## src/rtl/pc_fetch_pkg.sv

```systemverilog
// pc_fetch_pkg: shared state encoding and constants for the fetch sequencer
package pc_fetch_pkg;
  typedef enum logic [1:0] {IDLE, REQ, WAIT, EXEC} state_t;
  localparam logic [31:0] NOP_INSTR = 32'h0000_0013;
  localparam logic [31:0] DEF_RESET_VECTOR = 32'h0000_0000;
  localparam logic [31:0] DEF_TRAP_VECTOR = 32'h0000_0100;
endpackage

```

## src/rtl/instret_counter.sv

```systemverilog
// instret_counter: 64-bit retired-instruction counter with sync clear and enable
module instret_counter (
  input  logic        clk,
  input  logic        rst,
  input  logic        en,
  output logic [63:0] count
);
  logic [63:0] count_q, count_d;
  always_comb count_d = en ? count_q + 64'd1 : count_q;
  always_ff @(posedge clk) count_q <= rst ? 64'd0 : count_d;
  assign count = count_q;
endmodule

```

## src/rtl/pc_fetch_ctrl.sv

```systemverilog
// pc_fetch_ctrl: PC register and valid/ready instruction-fetch sequencer
module pc_fetch_ctrl
  import pc_fetch_pkg::*;
#(
  parameter int                  PC_WIDTH     = 32,
  parameter logic [PC_WIDTH-1:0] RESET_VECTOR = PC_WIDTH'(DEF_RESET_VECTOR),
  parameter logic [PC_WIDTH-1:0] TRAP_VECTOR  = PC_WIDTH'(DEF_TRAP_VECTOR)
) (
  input  logic                clk,
  input  logic                rst,
  input  logic [PC_WIDTH-1:0] pc_plus_4,
  input  logic                redirect_valid,
  input  logic [PC_WIDTH-1:0] redirect_target,
  input  logic                stall,
  output logic                imem_req_valid,
  output logic [PC_WIDTH-1:0] imem_req_addr,
  input  logic                imem_req_ready,
  input  logic                imem_rsp_valid,
  input  logic [31:0]         imem_rsp_data,
  output logic [PC_WIDTH-1:0] pc,
  output logic [31:0]         instr,
  output logic                instr_valid,
  output logic                misalign_trap,
  output logic [63:0]         instret
);
  state_t              state_q, state_d;
  logic [PC_WIDTH-1:0] pc_q, pc_d;
  logic [31:0]         instr_q, instr_d;
  logic                trap_q, trap_d, commit, misaligned;
  always_comb begin
    commit = state_q == EXEC && !stall;
    misaligned = redirect_target[1:0] != 2'b00;
    state_d = state_q == IDLE ? REQ :
              state_q == REQ  ? (imem_req_ready ? WAIT : REQ) :
              state_q == WAIT ? (imem_rsp_valid ? EXEC : WAIT) :
              (stall ? EXEC : REQ);
    pc_d = !commit ? pc_q : !redirect_valid ? pc_plus_4 : misaligned ? TRAP_VECTOR : redirect_target;
    instr_d = state_q == WAIT && imem_rsp_valid ? imem_rsp_data : instr_q;
    trap_d = commit && redirect_valid && misaligned;
  end
  always_ff @(posedge clk) begin
    if (rst) begin
      state_q <= IDLE;
      pc_q    <= RESET_VECTOR;
      instr_q <= NOP_INSTR;
      trap_q  <= 1'b0;
    end else begin
      state_q <= state_d;
      pc_q    <= pc_d;
      instr_q <= instr_d;
      trap_q  <= trap_d;
    end
  end
  instret_counter u_instret (
    .clk   (clk),
    .rst   (rst),
    .en    (commit),
    .count (instret)
  );
  assign imem_req_valid = state_q == REQ;
  assign imem_req_addr  = pc_q;
  assign pc             = pc_q;
  assign instr          = instr_q;
  assign instr_valid    = state_q == EXEC;
  assign misalign_trap  = trap_q;
endmodule

```

## config.mk

```make
export PLATFORM = sky130hd
export DESIGN_NAME = pc_fetch_ctrl
export DESIGN_NICKNAME = d
export VERILOG_FILES = /design/src/rtl/pc_fetch_pkg.sv /design/src/rtl/instret_counter.sv /design/src/rtl/pc_fetch_ctrl.sv
export SDC_FILE = /design/constraint.sdc
export NUM_CORES = 1
export LEC_CHECK = 0
export BUFFER_PORTS_ARGS = -buffer_cell sky130_fd_sc_hd__buf_2
export CORE_MARGIN = 5
export CORE_UTILIZATION = 47
export DETAILED_ROUTE_END_ITERATION = 10
export GPL_ROUTABILITY_DRIVEN = 0
export PLACE_DENSITY = 0.92
export SLEW_MARGIN = 20
export SYNTH_ARGS = -nofsm -noshare
export SYNTH_HDL_FRONTEND = slang
export SYNTH_SLANG_ARGS = --single-unit
```

## constraint.sdc

```tcl
create_clock -name clk -period 2.8 [get_ports clk]
set_clock_uncertainty 0.2 [all_clocks]
set_input_delay 0.42 -clock clk [delete_from_list [all_inputs] [get_ports clk]]
set_output_delay 0.42 -clock clk [all_outputs]
set_load 0.005 [all_outputs]
```

==> flow_summary_export.csv, run 1 <==
group,metric,value,unit
timing,postLayoutSetupSlackWorst,241,ps
global_route,grt_max_degree,72,
floorplan,start_util,47.7,%
logic_synthesis,async_reset_ff_share,0,%
timing,setup_viol,0,
timing,worst_pin_slew,753,ps
critical_path,crit_type,"reg2reg",
power_and_ir_drop,leakage,3.40,nW
cells_and_area,drive_gt1_share,33.9,%
logic_synthesis,syn_avg_cell_area,8.31,um^2
timing,relSlewSlack,49.8,%
placement,dpl-instance-area,7180,um^2
clock_tree,worst_skew_pair.late_latency,400,ps
cells_and_area,final_nets,1040,
detailed_routing,num_vias,6139,
global_route,grt.overflow.total,0,
global_route,grt.busiest_layer,"met2",
clock_tree,cts_setup_buffers,0,
logic_synthesis,syn-num-nets,821,
placement,hpwl,13500,um
global_route,grt_pass1_wl,27000,um
logic_synthesis,ys_seq_area_share,44.0,%
critical_path,reg2reg_depth,6,
logic_synthesis,syn_area,5970,um^2
detailed_routing,wl,17900,um
logic_synthesis,synth_seq_cells,131,
global_route,grtUsageMet2,38.4,%
logic_synthesis,synthTopCellsByCount,"dfxtp_1, nand2_1, nor2_1, a21oi_1, nor3_1",
global_route,grt_pass1_vias,5578,
run_status,status,"completed",
cells_and_area,fin_area,7760,um^2
logic_synthesis,synth_area_leaders,"dfxtp_1, nand2_1, a21oi_1",
critical_path,r2r_start,"u_instret.count[4]",
detailed_routing,initialDrtViolationCount,457,
critical_path,start_kind,"flop",
timing,finalHoldViolCount,0,
timing,holdWs,46.8,ps
floorplan,die-area,15000,um^2
logic_synthesis,synth_edf_count,0,
critical_path,cp.arrival,2650,ps
placement,portBuffers,264,
floorplan,pin_count,265,
clock_tree,cts_buffers,17,
critical_path,crit_fanout,15,
logic_synthesis,yosysTopAreaCell,"dfxtp_1",
logic_synthesis,synthMuxAreaShare,0.189,%
global_route,antenna_found_initial,0,
job,cap_violations,0,
logic_synthesis,yosysMostFrequentCell,"dfxtp_1",
floorplan,rows,41,
timing,finalCriticalPeriod,2560,ps
global_route,grt_usage,22.4,%
detailed_routing,postRouteAntennaNets,0,
global_route,gr-usage-met1,26.0,%
logic_synthesis,synthSimpleGateAreaFrac,29.7,%
clock_tree,clkTransAtPathRegs,50,ps
timing,slew_violations,0,
cells_and_area,num-fill-cells,1109,
logic_synthesis,netlist.area_leader.share,44.0,%
clock_tree,clk_path_buf_depth,2,
power_and_ir_drop,ir_drop,0.370,mV
timing,rsz0062_at_grt,"no",
logic_synthesis,synth_adder_area_share,0.210,%
critical_path,r2r_end,"u_instret.count[58]",
critical_path,crit_end,"u_instret.count[58]",
logic_synthesis,synth_xor_area_share,4.99,%
clock_tree,cts-root-buf,"clkbuf_16",
floorplan,coreArea,12500,um^2
detailed_routing,via_per_inst,5.49,
placement,dp_slack,244,ps
timing,tns,0,ps
clock_tree,clock-sinks,131,
logic_synthesis,synth_top_family_by_area,"simple AND/OR/NAND/NOR gates",
logic_synthesis,synthFlopType,"dfxtp_1",
global_route,grt_util_met3,7.19,%
logic_synthesis,synth_compound_area_share,12.7,%
detailed_routing,drcViolationCount,0,
cells_and_area,antennaDiodeCount,0,
critical_path,startpoint,"u_instret.count[4]",
clock_tree,htreeDepth,4,
clock_tree,cts_tree,"yes",
detailed_routing,drt_pass1_iterations,6,
floorplan,die_w,123,um
logic_synthesis,ys_types,46,
timing,fmax,0.391,GHz
floorplan,die_y,123,um
logic_synthesis,yosys_warnings,0,
critical_path,worstPathRequired,2890,ps
power_and_ir_drop,p_per_area,552,nW/um^2
cells_and_area,syn2layout_area_growth,30.0,%
logic_synthesis,synthCells,718,
timing,period_share,91.4,%
worst_hold_path,hold_path.class,"in2reg",
detailed_routing,wl_per_cell,16.0,um
critical_path,r2r_slack,240,ps
critical_path,cp-end-kind,"flop",
cells_and_area,utilization,62.0,%
-- what timing repair did --
item / 4_1_cts / 5_1_grt
hold buffers: 0 / 0
setup endpoints to repair: 0 / 1
resized for setup: 0 / 1
-- metal layers --
layer	routed length (um)	up-vias
li1	-	2961
met4	335	0
met1	6950	2840
met2	8980	305
met3	1600	33
met5	0	-
-- worst min-delay path by stage --
stage	startpoint	endpoint	slack [ps]	cells after the start
detailed placement	instr[9]	instr[9]	240	2
global route	imem_rsp_data[4]	instr[4]	30	3
floorplan	instr[10]	instr[10]	250	2
finish	imem_rsp_data[4]	instr[4]	50	3
CTS	imem_rsp_data[4]	instr[4]	20	3
global placement	instr[2]	instr[2]	240	2
-- through the flow --
step | total power [mW] | std cells
after CTS | 4.33 | 1119
final | 4.28 | 1119
after global routing | 4.45 | 1119
after floorplan | 2.06 | 718
after detailed placement | 2.17 | 1090
after global placement | 2.17 | 1090
-- report_power, final --
group          switching [mW]  leakage (nW)  internal [mW]
clock network           0.740         0.288           1.41
registers              0.0178          1.06           1.89
logic                   0.122          2.06          0.104
total                   0.879          3.40           3.40
-- worst max-delay path: stages (launching register included) --
cell	delay, ps
dfxtp_1	440
nand4_2	250
nor4_2	310
buf_4	230
nand2_1	270
nor4_1	400
mux2_1	350
-- cell usage in the layout (no fill, tap or decap), types with 2 or more instances in the layout --
| cell | instances |
|---|---|
| a21oi_1 | 62 |
| a221oi_1 | 29 |
| and2_1 | 6 |
| and3_1 | 7 |
| and4_1 | 5 |
| buf_2 | 263 |
| buf_4 | 12 |
| bufinv_16 | 2 |
| clkbuf_1 | 2 |
| clkbuf_16 | 17 |
| clkbuf_8 | 5 |
| clkinv_2 | 3 |
| dfxtp_1 | 131 |
| inv_1 | 16 |
| nand2_1 | 91 |
| nand3_1 | 29 |
| nand3b_1 | 5 |
| nand4_1 | 24 |
| nand4_2 | 3 |
| nand4_4 | 2 |
| nand4b_1 | 5 |
| nor2_1 | 77 |
| nor2_2 | 2 |
| nor3_1 | 35 |
| nor3_2 | 2 |
| nor4_1 | 9 |
| nor4_2 | 3 |
| nor4_4 | 2 |
| o21ai_0 | 10 |
| o21ai_1 | 4 |
| o31ai_1 | 14 |
| or2_0 | 2 |
| or3_1 | 11 |
| or4_1 | 11 |
| xnor2_1 | 14 |
| xor2_1 | 20 |
-- logic make-up (layout without fill, tap and decap cells) --
logic type | after synthesis | after routing
compound gates | 121 | 121
xor+xnor | 34 | 34
fa+ha+maj | 1 | 1
buf+inv | 93 | 322
flops | 131 | 131
mux | 1 | 1
simple gates | 337 | 337
-- sequential cells by signal, indices dropped and copies added (netlist names) --
register / cells
state_q: 2
imem_req_addr: 32
misalign_trap: 1
u_instret.count: 64
instr: 32
-- final cells by class --
class                           count  area (um^2)  area share [%]
Clock buffer                       24          502            6.47
Sequential cell                   131         2620            33.8
Timing Repair Buffer              276         1430            18.4
Multi-Input combinational cell    494         2860            36.8
Inverter                           17         63.8           0.822
Clock inverter                      5         75.1           0.967
Tap cell                          172          215            2.77
No activity file was read; power rests on OpenSTA's default activity.
==> run 2, diff against run 1 <==
- CORE_ASPECT_RATIO: not set -> 0.5
- MAX_ROUTING_LAYER: not set -> met4
==> run 2 against run 1 <==
Net effect:
- setup slack got worse by 100 ps
- clock-buffer cell count fell by 7
- largest cell class unchanged
- critical path type unchanged
- total power rose by 2.1%
- critical path depth did not move
- hold slack got worse by 24 ps
- clock power rose by 4%
- register-to-register slack got worse by 100 ps
==> flow_summary_export.csv, run 2 (same netlist as run 1, synthesis figures left out) <==
group,metric,value,unit
critical_path,cp_cell_sequence,"ha_1 > nand3_1 > nor2_1 > nand2_2 > or4_1 > a21oi_1",
cells_and_area,multi_input_area,2860,um^2
power_and_ir_drop,p_seq_share,43.6,%
floorplan,die-area,15200,um^2
cells_and_area,fin_cells,1123,
floorplan,pin_count,265,
cells_and_area,num-fill-cells,1029,
critical_path,r2r_end,"u_instret.count[62]",
critical_path,startpoint,"u_instret.count[0]",
clock_tree,cts_tree,"yes",
clock_tree,cts-root-buf,"clkbuf_16",
timing,worst_pin_slew,692,ps
worst_hold_path,hold_path.class,"in2reg",
placement,dpl-instance-area,7200,um^2
cells_and_area,utilization,62.1,%
timing,fmax,0.376,GHz
clock_tree,clkTransAtPathRegs,60,ps
timing,setup_viol,0,
job,cap_violations,0,
critical_path,r2r_slack,140,ps
clock_tree,worst_skew_pair.late_latency,410,ps
floorplan,start_util,47.5,%
global_route,grt_usage,24.1,%
cells_and_area,syn2layout_area_growth,30.7,%
clock_tree,ctsResizeCount,0,
critical_path,r2r_start,"u_instret.count[0]",
power_and_ir_drop,switchingPower,1.04,mW
power_and_ir_drop,ir_drop,0.257,mV
clock_tree,postCtsHoldBufs,0,
run_status,status,"completed",
cells_and_area,fin_area,7800,um^2
placement,portBuffers,264,
power_and_ir_drop,pwr-share-clk,51.1,%
power_and_ir_drop,p_comb_share,5.3,%
global_route,antenna_found_initial,0,
floorplan,coreArea,12600,um^2
timing,rsz0062_at_grt,"no",
floorplan,rows,29,
power_and_ir_drop,power,4.37,mW
critical_path,reg2reg_depth,6,
floorplan,die_w,169,um
global_route,grt_pass1_wl,29000,um
timing,postLayoutSetupSlackWorst,141,ps
timing,relSlewSlack,53.5,%
placement,dp_slack,202,ps
cells_and_area,antennaDiodeCount,0,
global_route,grt_max_degree,50,
critical_path,crit_type,"reg2reg",
timing,tns,0,ps
timing,holdWs,22.8,ps
critical_path,worstPathRequired,2930,ps
detailed_routing,drt_pass1_iterations,6,
timing,slew_violations,0,
cells_and_area,drive_gt1_share,34.5,%
clock_tree,clock-sinks,131,
critical_path,cp-end-kind,"flop",
critical_path,max_stage_delay,590,ps
critical_path,crit_fanout,15,
worst_hold_path,hp-start,"imem_rsp_data[4]",
placement,hpwl,13500,um
power_and_ir_drop,intPower,3.33,mW
detailed_routing,wl,18700,um
detailed_routing,drcViolationCount,0,
critical_path,cp.arrival,2780,ps
clock_tree,htreeDepth,4,
cells_and_area,final_common_cell,"buf_2",
clock_tree,cts_buffers,17,
timing,period_share,95.0,%
detailed_routing,wl_per_cell,16.6,um
placement,dp.cells,1091,
timing,finalCriticalPeriod,2660,ps
cells_and_area,final_cell_mix,"buf_2, dfxtp_1, nand2_1",
global_route,grt.overflow.total,0,
timing,finalHoldViolCount,0,
clock_tree,cts_setup_buffers,0,
cells_and_area,largest_reg_flops,64,
cells_and_area,final_nets,1043,
detailed_routing,num_vias,6289,
power_and_ir_drop,p_per_area,561,nW/um^2
floorplan,die_y,89.7,um
critical_path,cpMaxStageDelayCell,"or4_1",
critical_path,start_kind,"flop",
critical_path,crit_end,"u_instret.count[62]",
clock_tree,clk_path_buf_depth,2,
global_route,grt_pass1_vias,5822,
detailed_routing,via_per_inst,5.60,
cells_and_area,regArea,2620,um^2
power_and_ir_drop,leakage,3.42,nW
detailed_routing,postRouteAntennaNets,0,
power_and_ir_drop,switching_share,23.9,%
detailed_routing,initialDrtViolationCount,672,
run 2: cell types whose count changed in the layout (fill, tap and decap cells not counted):
cell / change
clkinvlp_4: +3
nor2_1: +1
nor2_2: -1
inv_6: +6
nand2_2: +1
clkbuf_8: -5
clkinv_2: -2
buf_4: +3
nand2_1: -1
clkinv_4: +2
inv_8: +1
clkbuf_1: -2
run 2: power groups by stage:
stage | combinational, mW | clock, mW | sequential (mW)
floorplan | 0.111 | 0 | 1.95
global placement | 0.225 | 0 | 1.95
detailed placement | 0.230 | 0 | 1.95
CTS | 0.231 | 2.27 | 1.91
global route | 0.253 | 2.38 | 1.91
finish | 0.230 | 2.24 | 1.91
run 2: critical path: cells and delay by family, from the launching register on:
family | cells | cell delay, ps
and+or+nand+nor | 4 | 1580
adders and majority gates | 1 | 200
AOI/OAI and AO/OA | 1 | 180
DFF | 1 | 410
run 2: layout make-up:
cell class	instances	area share, %
inverters	17	0.818
clock buffers	17	5.46
flip-flops and latches	131	33.6
multi-input cells	494	36.6
clock inverters	15	2.17
repair buffers	279	18.6
well taps	170	2.73
run 2: how the worst min path moves through the flow:
stage,end,slack [ps],depth (start not counted)
final,instr[4],20,3
after global routing,instr[4],4,3
after CTS,instr[4],9,3
after detailed placement,instr[13],240,2
after global placement,instr[31],240,2
after floorplan,instr[10],250,2
run 2: metal layers:
| layer | track usage (%) | part of all wire, % | vias up |
|---|---|---|---|
| met1 | 28.7 | 40 | 2953 |
| met3 | 5.33 | 7.6 | 42 |
| met2 | 40.8 | 50 | 324 |
| met4 | 9.20 | 2.3 | 0 |
| met5 | - | 0 | - |
| li1 | - | - | 2970 |
